### src/rtl/ase_umsg_engine.sv
// UMsg command engine: buffers UMsg commands and emits an optional hint packet
// followed by a delayed data packet on the CCI-P RX0 UMsg channel.
module ase_umsg_engine #(
    parameter int FIFO_DEPTH = 4,
    parameter int HINT_DELAY = 8,
    parameter int DATA_DELAY = 16,
    parameter int DATA_WIDTH = 512
) (
    input  logic                  clk,
    input  logic                  rst,
    input  logic                  cmd_valid,
    output logic                  cmd_ready,
    input  logic [5:0]            cmd_id,
    input  logic [DATA_WIDTH-1:0] cmd_data,
    input  logic [63:0]           hint_en,
    output logic                  rx0_umsg_valid,
    input  logic                  rx0_umsg_ready,
    output logic [27:0]           rx0_umsg_hdr,
    output logic [DATA_WIDTH-1:0] rx0_umsg_data,
    output logic                  busy,
    output logic [31:0]           sent_count
);

    localparam int AW   = $clog2(FIFO_DEPTH);
    localparam int MAXD = (HINT_DELAY > DATA_DELAY) ? HINT_DELAY : DATA_DELAY;
    localparam int TW   = (MAXD > 0) ? $clog2(MAXD + 1) : 1;

    localparam logic [AW:0]   FULL_COUNT = (AW+1)'(FIFO_DEPTH);
    localparam logic [TW-1:0] HINT_LOAD  = TW'(HINT_DELAY);
    localparam logic [TW-1:0] DATA_LOAD  = TW'(DATA_DELAY);
    localparam logic [3:0]    RESP_UMSG  = 4'hF;

    typedef enum logic [1:0] {
        IDLE,
        SEND_HINT,
        WAITING,
        SEND_DATA
    } state_t;

    function automatic logic [27:0] make_hdr(input logic is_hint, input logic [5:0] id);
        return {2'b00, 1'b0, 5'b0, RESP_UMSG, is_hint, 9'b0, id};
    endfunction

    logic [5:0]            id_mem   [FIFO_DEPTH];
    logic [DATA_WIDTH-1:0] data_mem [FIFO_DEPTH];
    logic [AW-1:0]         wr_ptr;
    logic [AW-1:0]         rd_ptr;
    logic [AW:0]           count;
    logic                  push;
    logic                  pop;

    state_t                state;
    logic [TW-1:0]         timer;
    logic [5:0]            w_id;
    logic [DATA_WIDTH-1:0] w_data;
    logic                  w_hold;

    // cmd_ready looks only at the registered count, so a full FIFO refuses a
    // push even on a cycle where the engine pops.
    assign cmd_ready = (count < FULL_COUNT);
    assign push      = cmd_valid && cmd_ready;
    assign pop       = (state == IDLE) && (count != '0);
    assign busy      = (state != IDLE) || (count != '0);

    // NOTE: payload storage has no reset; only pointers and count define which
    // entries are meaningful, and skipping the reset keeps this a plain RAM.
    always_ff @(posedge clk) begin
        if (push) begin
            id_mem[wr_ptr]   <= cmd_id;
            data_mem[wr_ptr] <= cmd_data;
        end
    end

    // NOTE: sequential state uses non-blocking assignments only, so every
    // register samples pre-edge values regardless of statement order.
    always_ff @(posedge clk or posedge rst) begin
        if (rst) begin
            wr_ptr <= '0;
            rd_ptr <= '0;
            count  <= '0;
        end else begin
            if (push) wr_ptr <= wr_ptr + AW'(1);
            if (pop)  rd_ptr <= rd_ptr + AW'(1);
            case ({push, pop})
                2'b10:   count <= count + (AW+1)'(1);
                2'b01:   count <= count - (AW+1)'(1);
                default: count <= count;
            endcase
        end
    end

    always_ff @(posedge clk or posedge rst) begin
        if (rst) begin
            state          <= IDLE;
            timer          <= '0;
            w_id           <= '0;
            w_data         <= '0;
            w_hold         <= 1'b0;
            rx0_umsg_valid <= 1'b0;
            rx0_umsg_hdr   <= '0;
            rx0_umsg_data  <= '0;
            sent_count     <= '0;
        end else begin
            case (state)
                IDLE: begin
                    if (pop) begin
                        w_id   <= id_mem[rd_ptr];
                        w_data <= data_mem[rd_ptr];
                        if (hint_en[id_mem[rd_ptr]]) begin
                            state  <= SEND_HINT;
                            timer  <= HINT_LOAD;
                            w_hold <= 1'b0;
                            if (HINT_DELAY == 0) begin
                                rx0_umsg_valid <= 1'b1;
                                rx0_umsg_hdr   <= make_hdr(1'b1, id_mem[rd_ptr]);
                                rx0_umsg_data  <= '0;
                            end
                        end else begin
                            // The extra held cycle stands in for the hint
                            // handshake, so data latency is uniform.
                            state  <= WAITING;
                            timer  <= DATA_LOAD;
                            w_hold <= 1'b1;
                        end
                    end
                end

                SEND_HINT: begin
                    if (rx0_umsg_valid) begin
                        if (rx0_umsg_ready) begin
                            rx0_umsg_valid <= 1'b0;
                            state          <= WAITING;
                            timer          <= DATA_LOAD;
                        end
                    end else begin
                        if (timer != '0) timer <= timer - TW'(1);
                        if (timer <= TW'(1)) begin
                            rx0_umsg_valid <= 1'b1;
                            rx0_umsg_hdr   <= make_hdr(1'b1, w_id);
                            rx0_umsg_data  <= '0;
                        end
                    end
                end

                WAITING: begin
                    if (w_hold) begin
                        w_hold <= 1'b0;
                    end else if (timer != '0) begin
                        timer <= timer - TW'(1);
                    end else begin
                        state          <= SEND_DATA;
                        rx0_umsg_valid <= 1'b1;
                        rx0_umsg_hdr   <= make_hdr(1'b0, w_id);
                        rx0_umsg_data  <= w_data;
                    end
                end

                SEND_DATA: begin
                    if (rx0_umsg_ready) begin
                        rx0_umsg_valid <= 1'b0;
                        sent_count     <= sent_count + 32'd1;
                        state          <= IDLE;
                    end
                end

                default: state <= IDLE;
            endcase
        end
    end

endmodule

### config.mk
export PLATFORM = sky130hd
export DESIGN_NAME = ase_umsg_engine
export DESIGN_NICKNAME = d
export VERILOG_FILES = /design/src/rtl/ase_umsg_engine.sv
export SDC_FILE = /design/constraint.sdc
export NUM_CORES = 2
export LEC_CHECK = 0
export ABC_CLOCK_PERIOD_IN_PS = 43600
export CAP_MARGIN = 20
export CORE_AREA = 2 2 458 460
export CTS_BUF_LIST = sky130_fd_sc_hd__clkbuf_8
export DETAILED_ROUTE_END_ITERATION = 12
export DIE_AREA = 0 0 460 462
export PLACE_DENSITY_LB_ADDON = 0.08
export SLEW_MARGIN = 25
export SYNTH_ARGS = -nofsm -noshare
export SYNTH_HDL_FRONTEND = slang
export SYNTH_SLANG_ARGS = --single-unit
### constraint.sdc
create_clock -name clk -period 43.6 [get_ports clk]
set_clock_uncertainty 0.1 [all_clocks]
set_input_delay 8.72 -clock clk [delete_from_list [all_inputs] [get_ports clk]]
set_output_delay 8.72 -clock clk [all_outputs]
set_load 0.1 [all_outputs]
== Word level (Yosys, flattened, before mapping) ==
Memory sizes are Yosys's and may differ from the RTL's. A register that Yosys moved wholly into a read port is not among the register bits.
Index checks and enable logic that the tools add are counted.

* Register bits after elaboration: 594
* RAM bits: 2072
* Input port bits: 586
* Word-level logic and storage cells: 95
* Memories: 2

{| class="wikitable"
|+ Memories
! name !! words !! bits a word !! read ports !! clocked after memory_dff !! write ports !! RTL line !! text
|-
| data_mem || 4 || 512 || 1 || 1 || 1 || 45 || <nowiki>logic [DATA_WIDTH-1:0] data_mem [FIFO_DEPTH];</nowiki>
|-
| id_mem || 4 || 6 || 1 || 0 || 1 || 44 || <nowiki>logic [5:0] id_mem [FIFO_DEPTH];</nowiki>
|}

* $add $sub $neg: 6
* Magnitude comparators: 3
* Eq/ne operators: 14
* Muxes and demuxes: 40
* Reduce and logical (&&, ||, !) cells: 19

{| class="wikitable"
|+ Operators by type and width
! cell !! count
|-
| $mux 512 || 4
|-
| $pmux 512 s2 || 1
|-
| $mux 28 || 4
|-
| $pmux 28 s2 || 1
|-
| $add 32x1->32 const B || 1
|-
| $mux 5 || 6
|-
| $ne 2x2->1 const B || 8
|-
| $pmux 5 s3 || 1
|-
| $mux 2 || 7
|-
| $mux 1 || 11
|-
| $reduce_bool 3->1 || 3
|-
| $pmux 2 s4 || 1
|-
| $reduce_and 4->1 || 2
|-
| $reduce_bool 2->1 || 4
|-
| $lt 6x7->1 const B || 1
|-
| $bmux 1 s6 || 1
|-
| $eq 2x2->1 const B || 3
|-
| $pmux 3 s2 || 1
|-
| $reduce_and 2->1 || 3
|-
| $reduce_and 6->1 || 1
|-
| $le 5x1->1 const B || 1
|-
| $reduce_and 5->1 || 1
|-
| $reduce_bool 5->1 || 1
|-
| $sub 5x1->5 const B || 1
|-
| other kinds (11) || 14
|}

== Depth between registers and ports, before layout ==
An unclocked memory read counts as a cell.

* Depth after elaboration: 6
* Mapped depth: 13
* Mapped depth without buffers: 10

== Least setup slack after synthesis ==
OpenSTA, ideal clock, no wires.

* Path kind: input port to flip-flop
* Start point: input cmd_valid
* End point: memory data_mem[0][0], enable pin
* Data arrival time: 20788 ps
* Data required time: 42550 ps
* Setup slack: 21761 ps
* Stages: 3
* Path buffers: 1
* Path through: nor2b_1 clkbuf_1 and2_1

* Longest elaborated chain between the ends: 3

{| class="wikitable"
|+ RTL lines
! item !! RTL line !! text
|-
| start: declaration || 11 || <nowiki>input logic cmd_valid,</nowiki>
|-
| $logic_and 1x1->1 || 61 || <nowiki>assign push = cmd_valid && cmd_ready;</nowiki>
|-
| $mux 1 || 68 || <nowiki>if (push) begin</nowiki>
|-
| $mux 1 (implied by the code) || 70 || <nowiki>data_mem[wr_ptr] <= cmd_data;</nowiki>
|-
| end: declaration || 45 ||
|}

No other way between the ends.

== Final worst setup path ==
* Start point: input cmd_valid
* End point: memory data_mem[2][160], enable pin

The elaborated chain is that of the path after synthesis.

==> impl_summary.md <==
CTS
The count of cells resized by post-cts repair is 0. The hold buffer count at cts is 0. After clock tree synthesis, the clock-pin slew on the worst setup and hold paths is 60 ps. The number of levels in the clock H-tree is 6. The number of clock buffers inserted by TritonCTS is 530.

TritonCTS built the clock tree. The post-CTS setup repair buffer count is 0. For this design, the sink count on the clock tree is 3158. The clock reaches the later pin of the worst-skew pair after 1080 ps. CTS placed an instance of sky130_fd_sc_hd__clkbuf_8 at the clock tree root. The clock passes through at most 4 buffers.

Worst setup path
The worst register-to-register path has a setup slack of 38690 ps. STA puts the critical path data arrival time at 13370 ps. The category of the most critical setup path is primary input to flop.

In this run the worst path has a maximum fanout of 115. Data on the critical path is required at its endpoint by 44160 ps. In this run the critical register-to-register path is captured at data_mem[2][160]. The number of cells on the worst reg-to-reg path is 5.

The worst setup path is captured at a flop. The worst setup path startpoint is cmd_valid. The reg-to-reg startpoint is count[2].

STA classifies the critical path startpoint as a primary input.

Drt
The first TritonRoute pass finished after 5 iterations. The first routing iteration left 5185 violations. The number of nets with antenna violations after routing is 0. After detailed routing, the number of vias per cell comes to 5.76. The post-route DRC violation count is 0. The routed design has 297 mm of wire.

Across all layers, the routed design uses 63400 vias. The routed wirelength normalized by instance count is 27.0 um.

STA
Setup repair after global routing left no endpoint under its margin. The share of the clock period used by the worst path after layout is 29.4%. For the finished layout, the period the worst path requires is 12810 ps. At the pin with the least slew margin, the transition time is 1130 ps. In this run the tightest slew margin relative to its limit is 24.2%.

The total negative setup slack is 0 ps. The count of final max-slew check failures came to 0. Setup slack closes at 30790 ps. Derived from the worst setup path, the maximum achievable clock frequency is 78.1 MHz.

The final number of setup-violating endpoints is 0. The number of endpoints with negative hold slack in the final report is 0.

Synth
For this run, the number of Yosys warnings is 0. The synthesis-stage register bit count is 3158. The number of unique standard cell types used by synthesis is 47. Counting every instance in the synthesized netlist gives 6404.

The prevailing post-synth register cell is sky130_fd_sc_hd__edfxtp_1. For this run, asynchronously set or reset flops after synthesis account for 34.4%. The sequential-to-total area share from yosys stat is 77.8%. Ranked by total cell area, the synthesized netlist is headed by sky130_fd_sc_hd__edfxtp_1, sky130_fd_sc_hd__dfrtp_1, sky130_fd_sc_hd__mux4_2, sky130_fd_sc_hd__nand2_1, sky130_fd_sc_hd__a22o_1. The combined area of all synthesized cells is 115000 um^2. The top cell type by total area after synthesis is sky130_fd_sc_hd__edfxtp_1. Counting flops with a built-in enable in the synthesized netlist gives 2072. In this run the mean area of a mapped cell was 18.0 um^2.

The top-area cell type share of the netlist area is 54.1%.

Placement
Summed over all nets, the half-perimeter wirelength after detailed placement is 181 mm. The pre-CTS worst setup slack is 29740 ps. The final weighted congestion of routability-driven global placement is 0.847. Once placement completed, the tool counted placed cells totaling 9995. Input and output buffers added on the ports amount to 1143.

GRT
The maximum number of pins on one net before global-route repair is 176. The overflow left after global routing is 0. The initial antenna violation count is 155. The via count of the first global-routing pass came to 63700. The global-route wire length before repair is 431 mm. The global routing usage summed across all routing layers is 27.8%.

Die
The row count is 168. Measured along the y axis, the die boundary spans 462 um. The die covers 213000 um^2. The core region is 208000 um^2. The initial core utilization is 55.2%. 1161 I/O pins were placed. The die is 460 um wide.

Layout
Relative to the synthesized area, the layout overhead comes to 21.3%. The fraction of layout cells with a size suffix above 1 is 16.8%. The final net count is 8413. In the layout the commonest cells are sky130_fd_sc_hd__edfxtp_1, sky130_fd_sc_hd__nand2_1, sky130_fd_sc_hd__clkdlybuf4s50_1, sky130_fd_sc_hd__dfrtp_1, sky130_fd_sc_hd__clkbuf_8. The core utilization of the finished layout is 67.0%. The final instance count without filler cells is 11000.

Leaving out fill and tap cells, the most frequent cell in the layout is sky130_fd_sc_hd__edfxtp_1.

Worst hold path
The class of the tightest hold or removal check is flop to flop. The worst-case hold path end point is rx0_umsg_data[186]. The startpoint identified for the worst hold timing path is w_data[186]. The cell depth of the worst hold path is 1.

Power
The total power is 10.8 mW. The areal power density over the cells is 77.3 nW/um^2. In this run the static leakage power is 54.4 nW.

Across the VDD grid, the largest voltage drop is 71.8 uV.

Job
Max-cap violations in this run came to 0.

Status
The run finished with clean final reports.
==> critical path: stages <==
cell	delay (ps)
sky130_fd_sc_hd__clkdlybuf4s50_1	590
sky130_fd_sc_hd__nor2b_1	500
sky130_fd_sc_hd__and2_4	850
sky130_fd_sc_hd__buf_4	860
sky130_fd_sc_hd__buf_12	630
sky130_fd_sc_hd__buf_4	810
==> synthesized netlist by cell type (all sizes together), types with 6 or more instances <==
cell type	n
dfrtp	1086
nand3	21
clkbuf	264
nor2	22
a22o	512
mux2	13
buf	112
mux2i	53
and3	7
ha	13
and2	6
edfxtp	2072
mux4	516
inv	19
a21oi	7
xnor2	28
xor2	9
nand2	1576
nand2b	7
o21ai	20
==> per-stage QoR <==
stage               cell area, um^2  hold slack [ps]
CTS                          139000              360
global route                 139000              378
finish                       139000              364
detailed placement           129000              363
floorplan                    115000              342
global placement             129000              357
==> per-layer routing <==
layer,up-vias,track usage (%),share of wire (%)
li1,27100,-,-
met1,33100,37.6,40
met2,2459,42.9,48
met3,651,8.26,8.9
met4,120,11.2,3.7
met5,-,0,0.25
==> sequential cells by signal (all words and copies together), names as in the netlist <==
signal	cells
sent_count	32
w_data	512
w_hold	1
rx0_umsg_hdr	8
timer	5
state	2
rd_ptr	2
rx0_umsg_valid	1
w_id	6
count	3
rx0_umsg_data	512
wr_ptr	2
id_mem	24
data_mem	2048
==> power by group <==
group          switching (mW)  internal, mW  leakage, nW  total (mW)
sequential              0.415          3.92         33.0        4.34
combinational            2.76          1.19         15.4        3.95
clock                    1.14          1.34         6.00        2.48
==> worst max path at each step <==
stage | cells after the start | end
after global routing | 6 | data_mem[2][129]
after CTS | 6 | data_mem[2][172]
after floorplan | 1 | count[0]
after detailed placement | 6 | data_mem[2][148]
final | 6 | data_mem[2][160]
after global placement | 6 | data_mem[2][148]
==> area by class of cell <==
class / count / area [um^2]
sequential: 3158 / 89400
fill: 14200 / 68700
multi-input combinational: 2866 / 24000
timing repair buffer: 1237 / 12200
clock buffer: 628 / 8640
tap: 2720 / 3400
clock inverter: 317 / 1450
antenna: 61 / 153
inverter: 20 / 90.1
==> kinds of logic after synthesis <==
logic type               after synthesis  share of synthesized area (%)
multiplexers                         582                           10.7
other                                  1                        0.00326
AO/OA/AOI/OAI                        557                           4.15
AND/OR/NAND/NOR                     1659                           5.54
XOR/XNOR                              37                          0.282
flip-flops                          3158                           77.8
buffers and inverters                396                           1.40
adder cells (fa/ha/maj)               14                          0.159
Power figures use the tool's default switching activity.
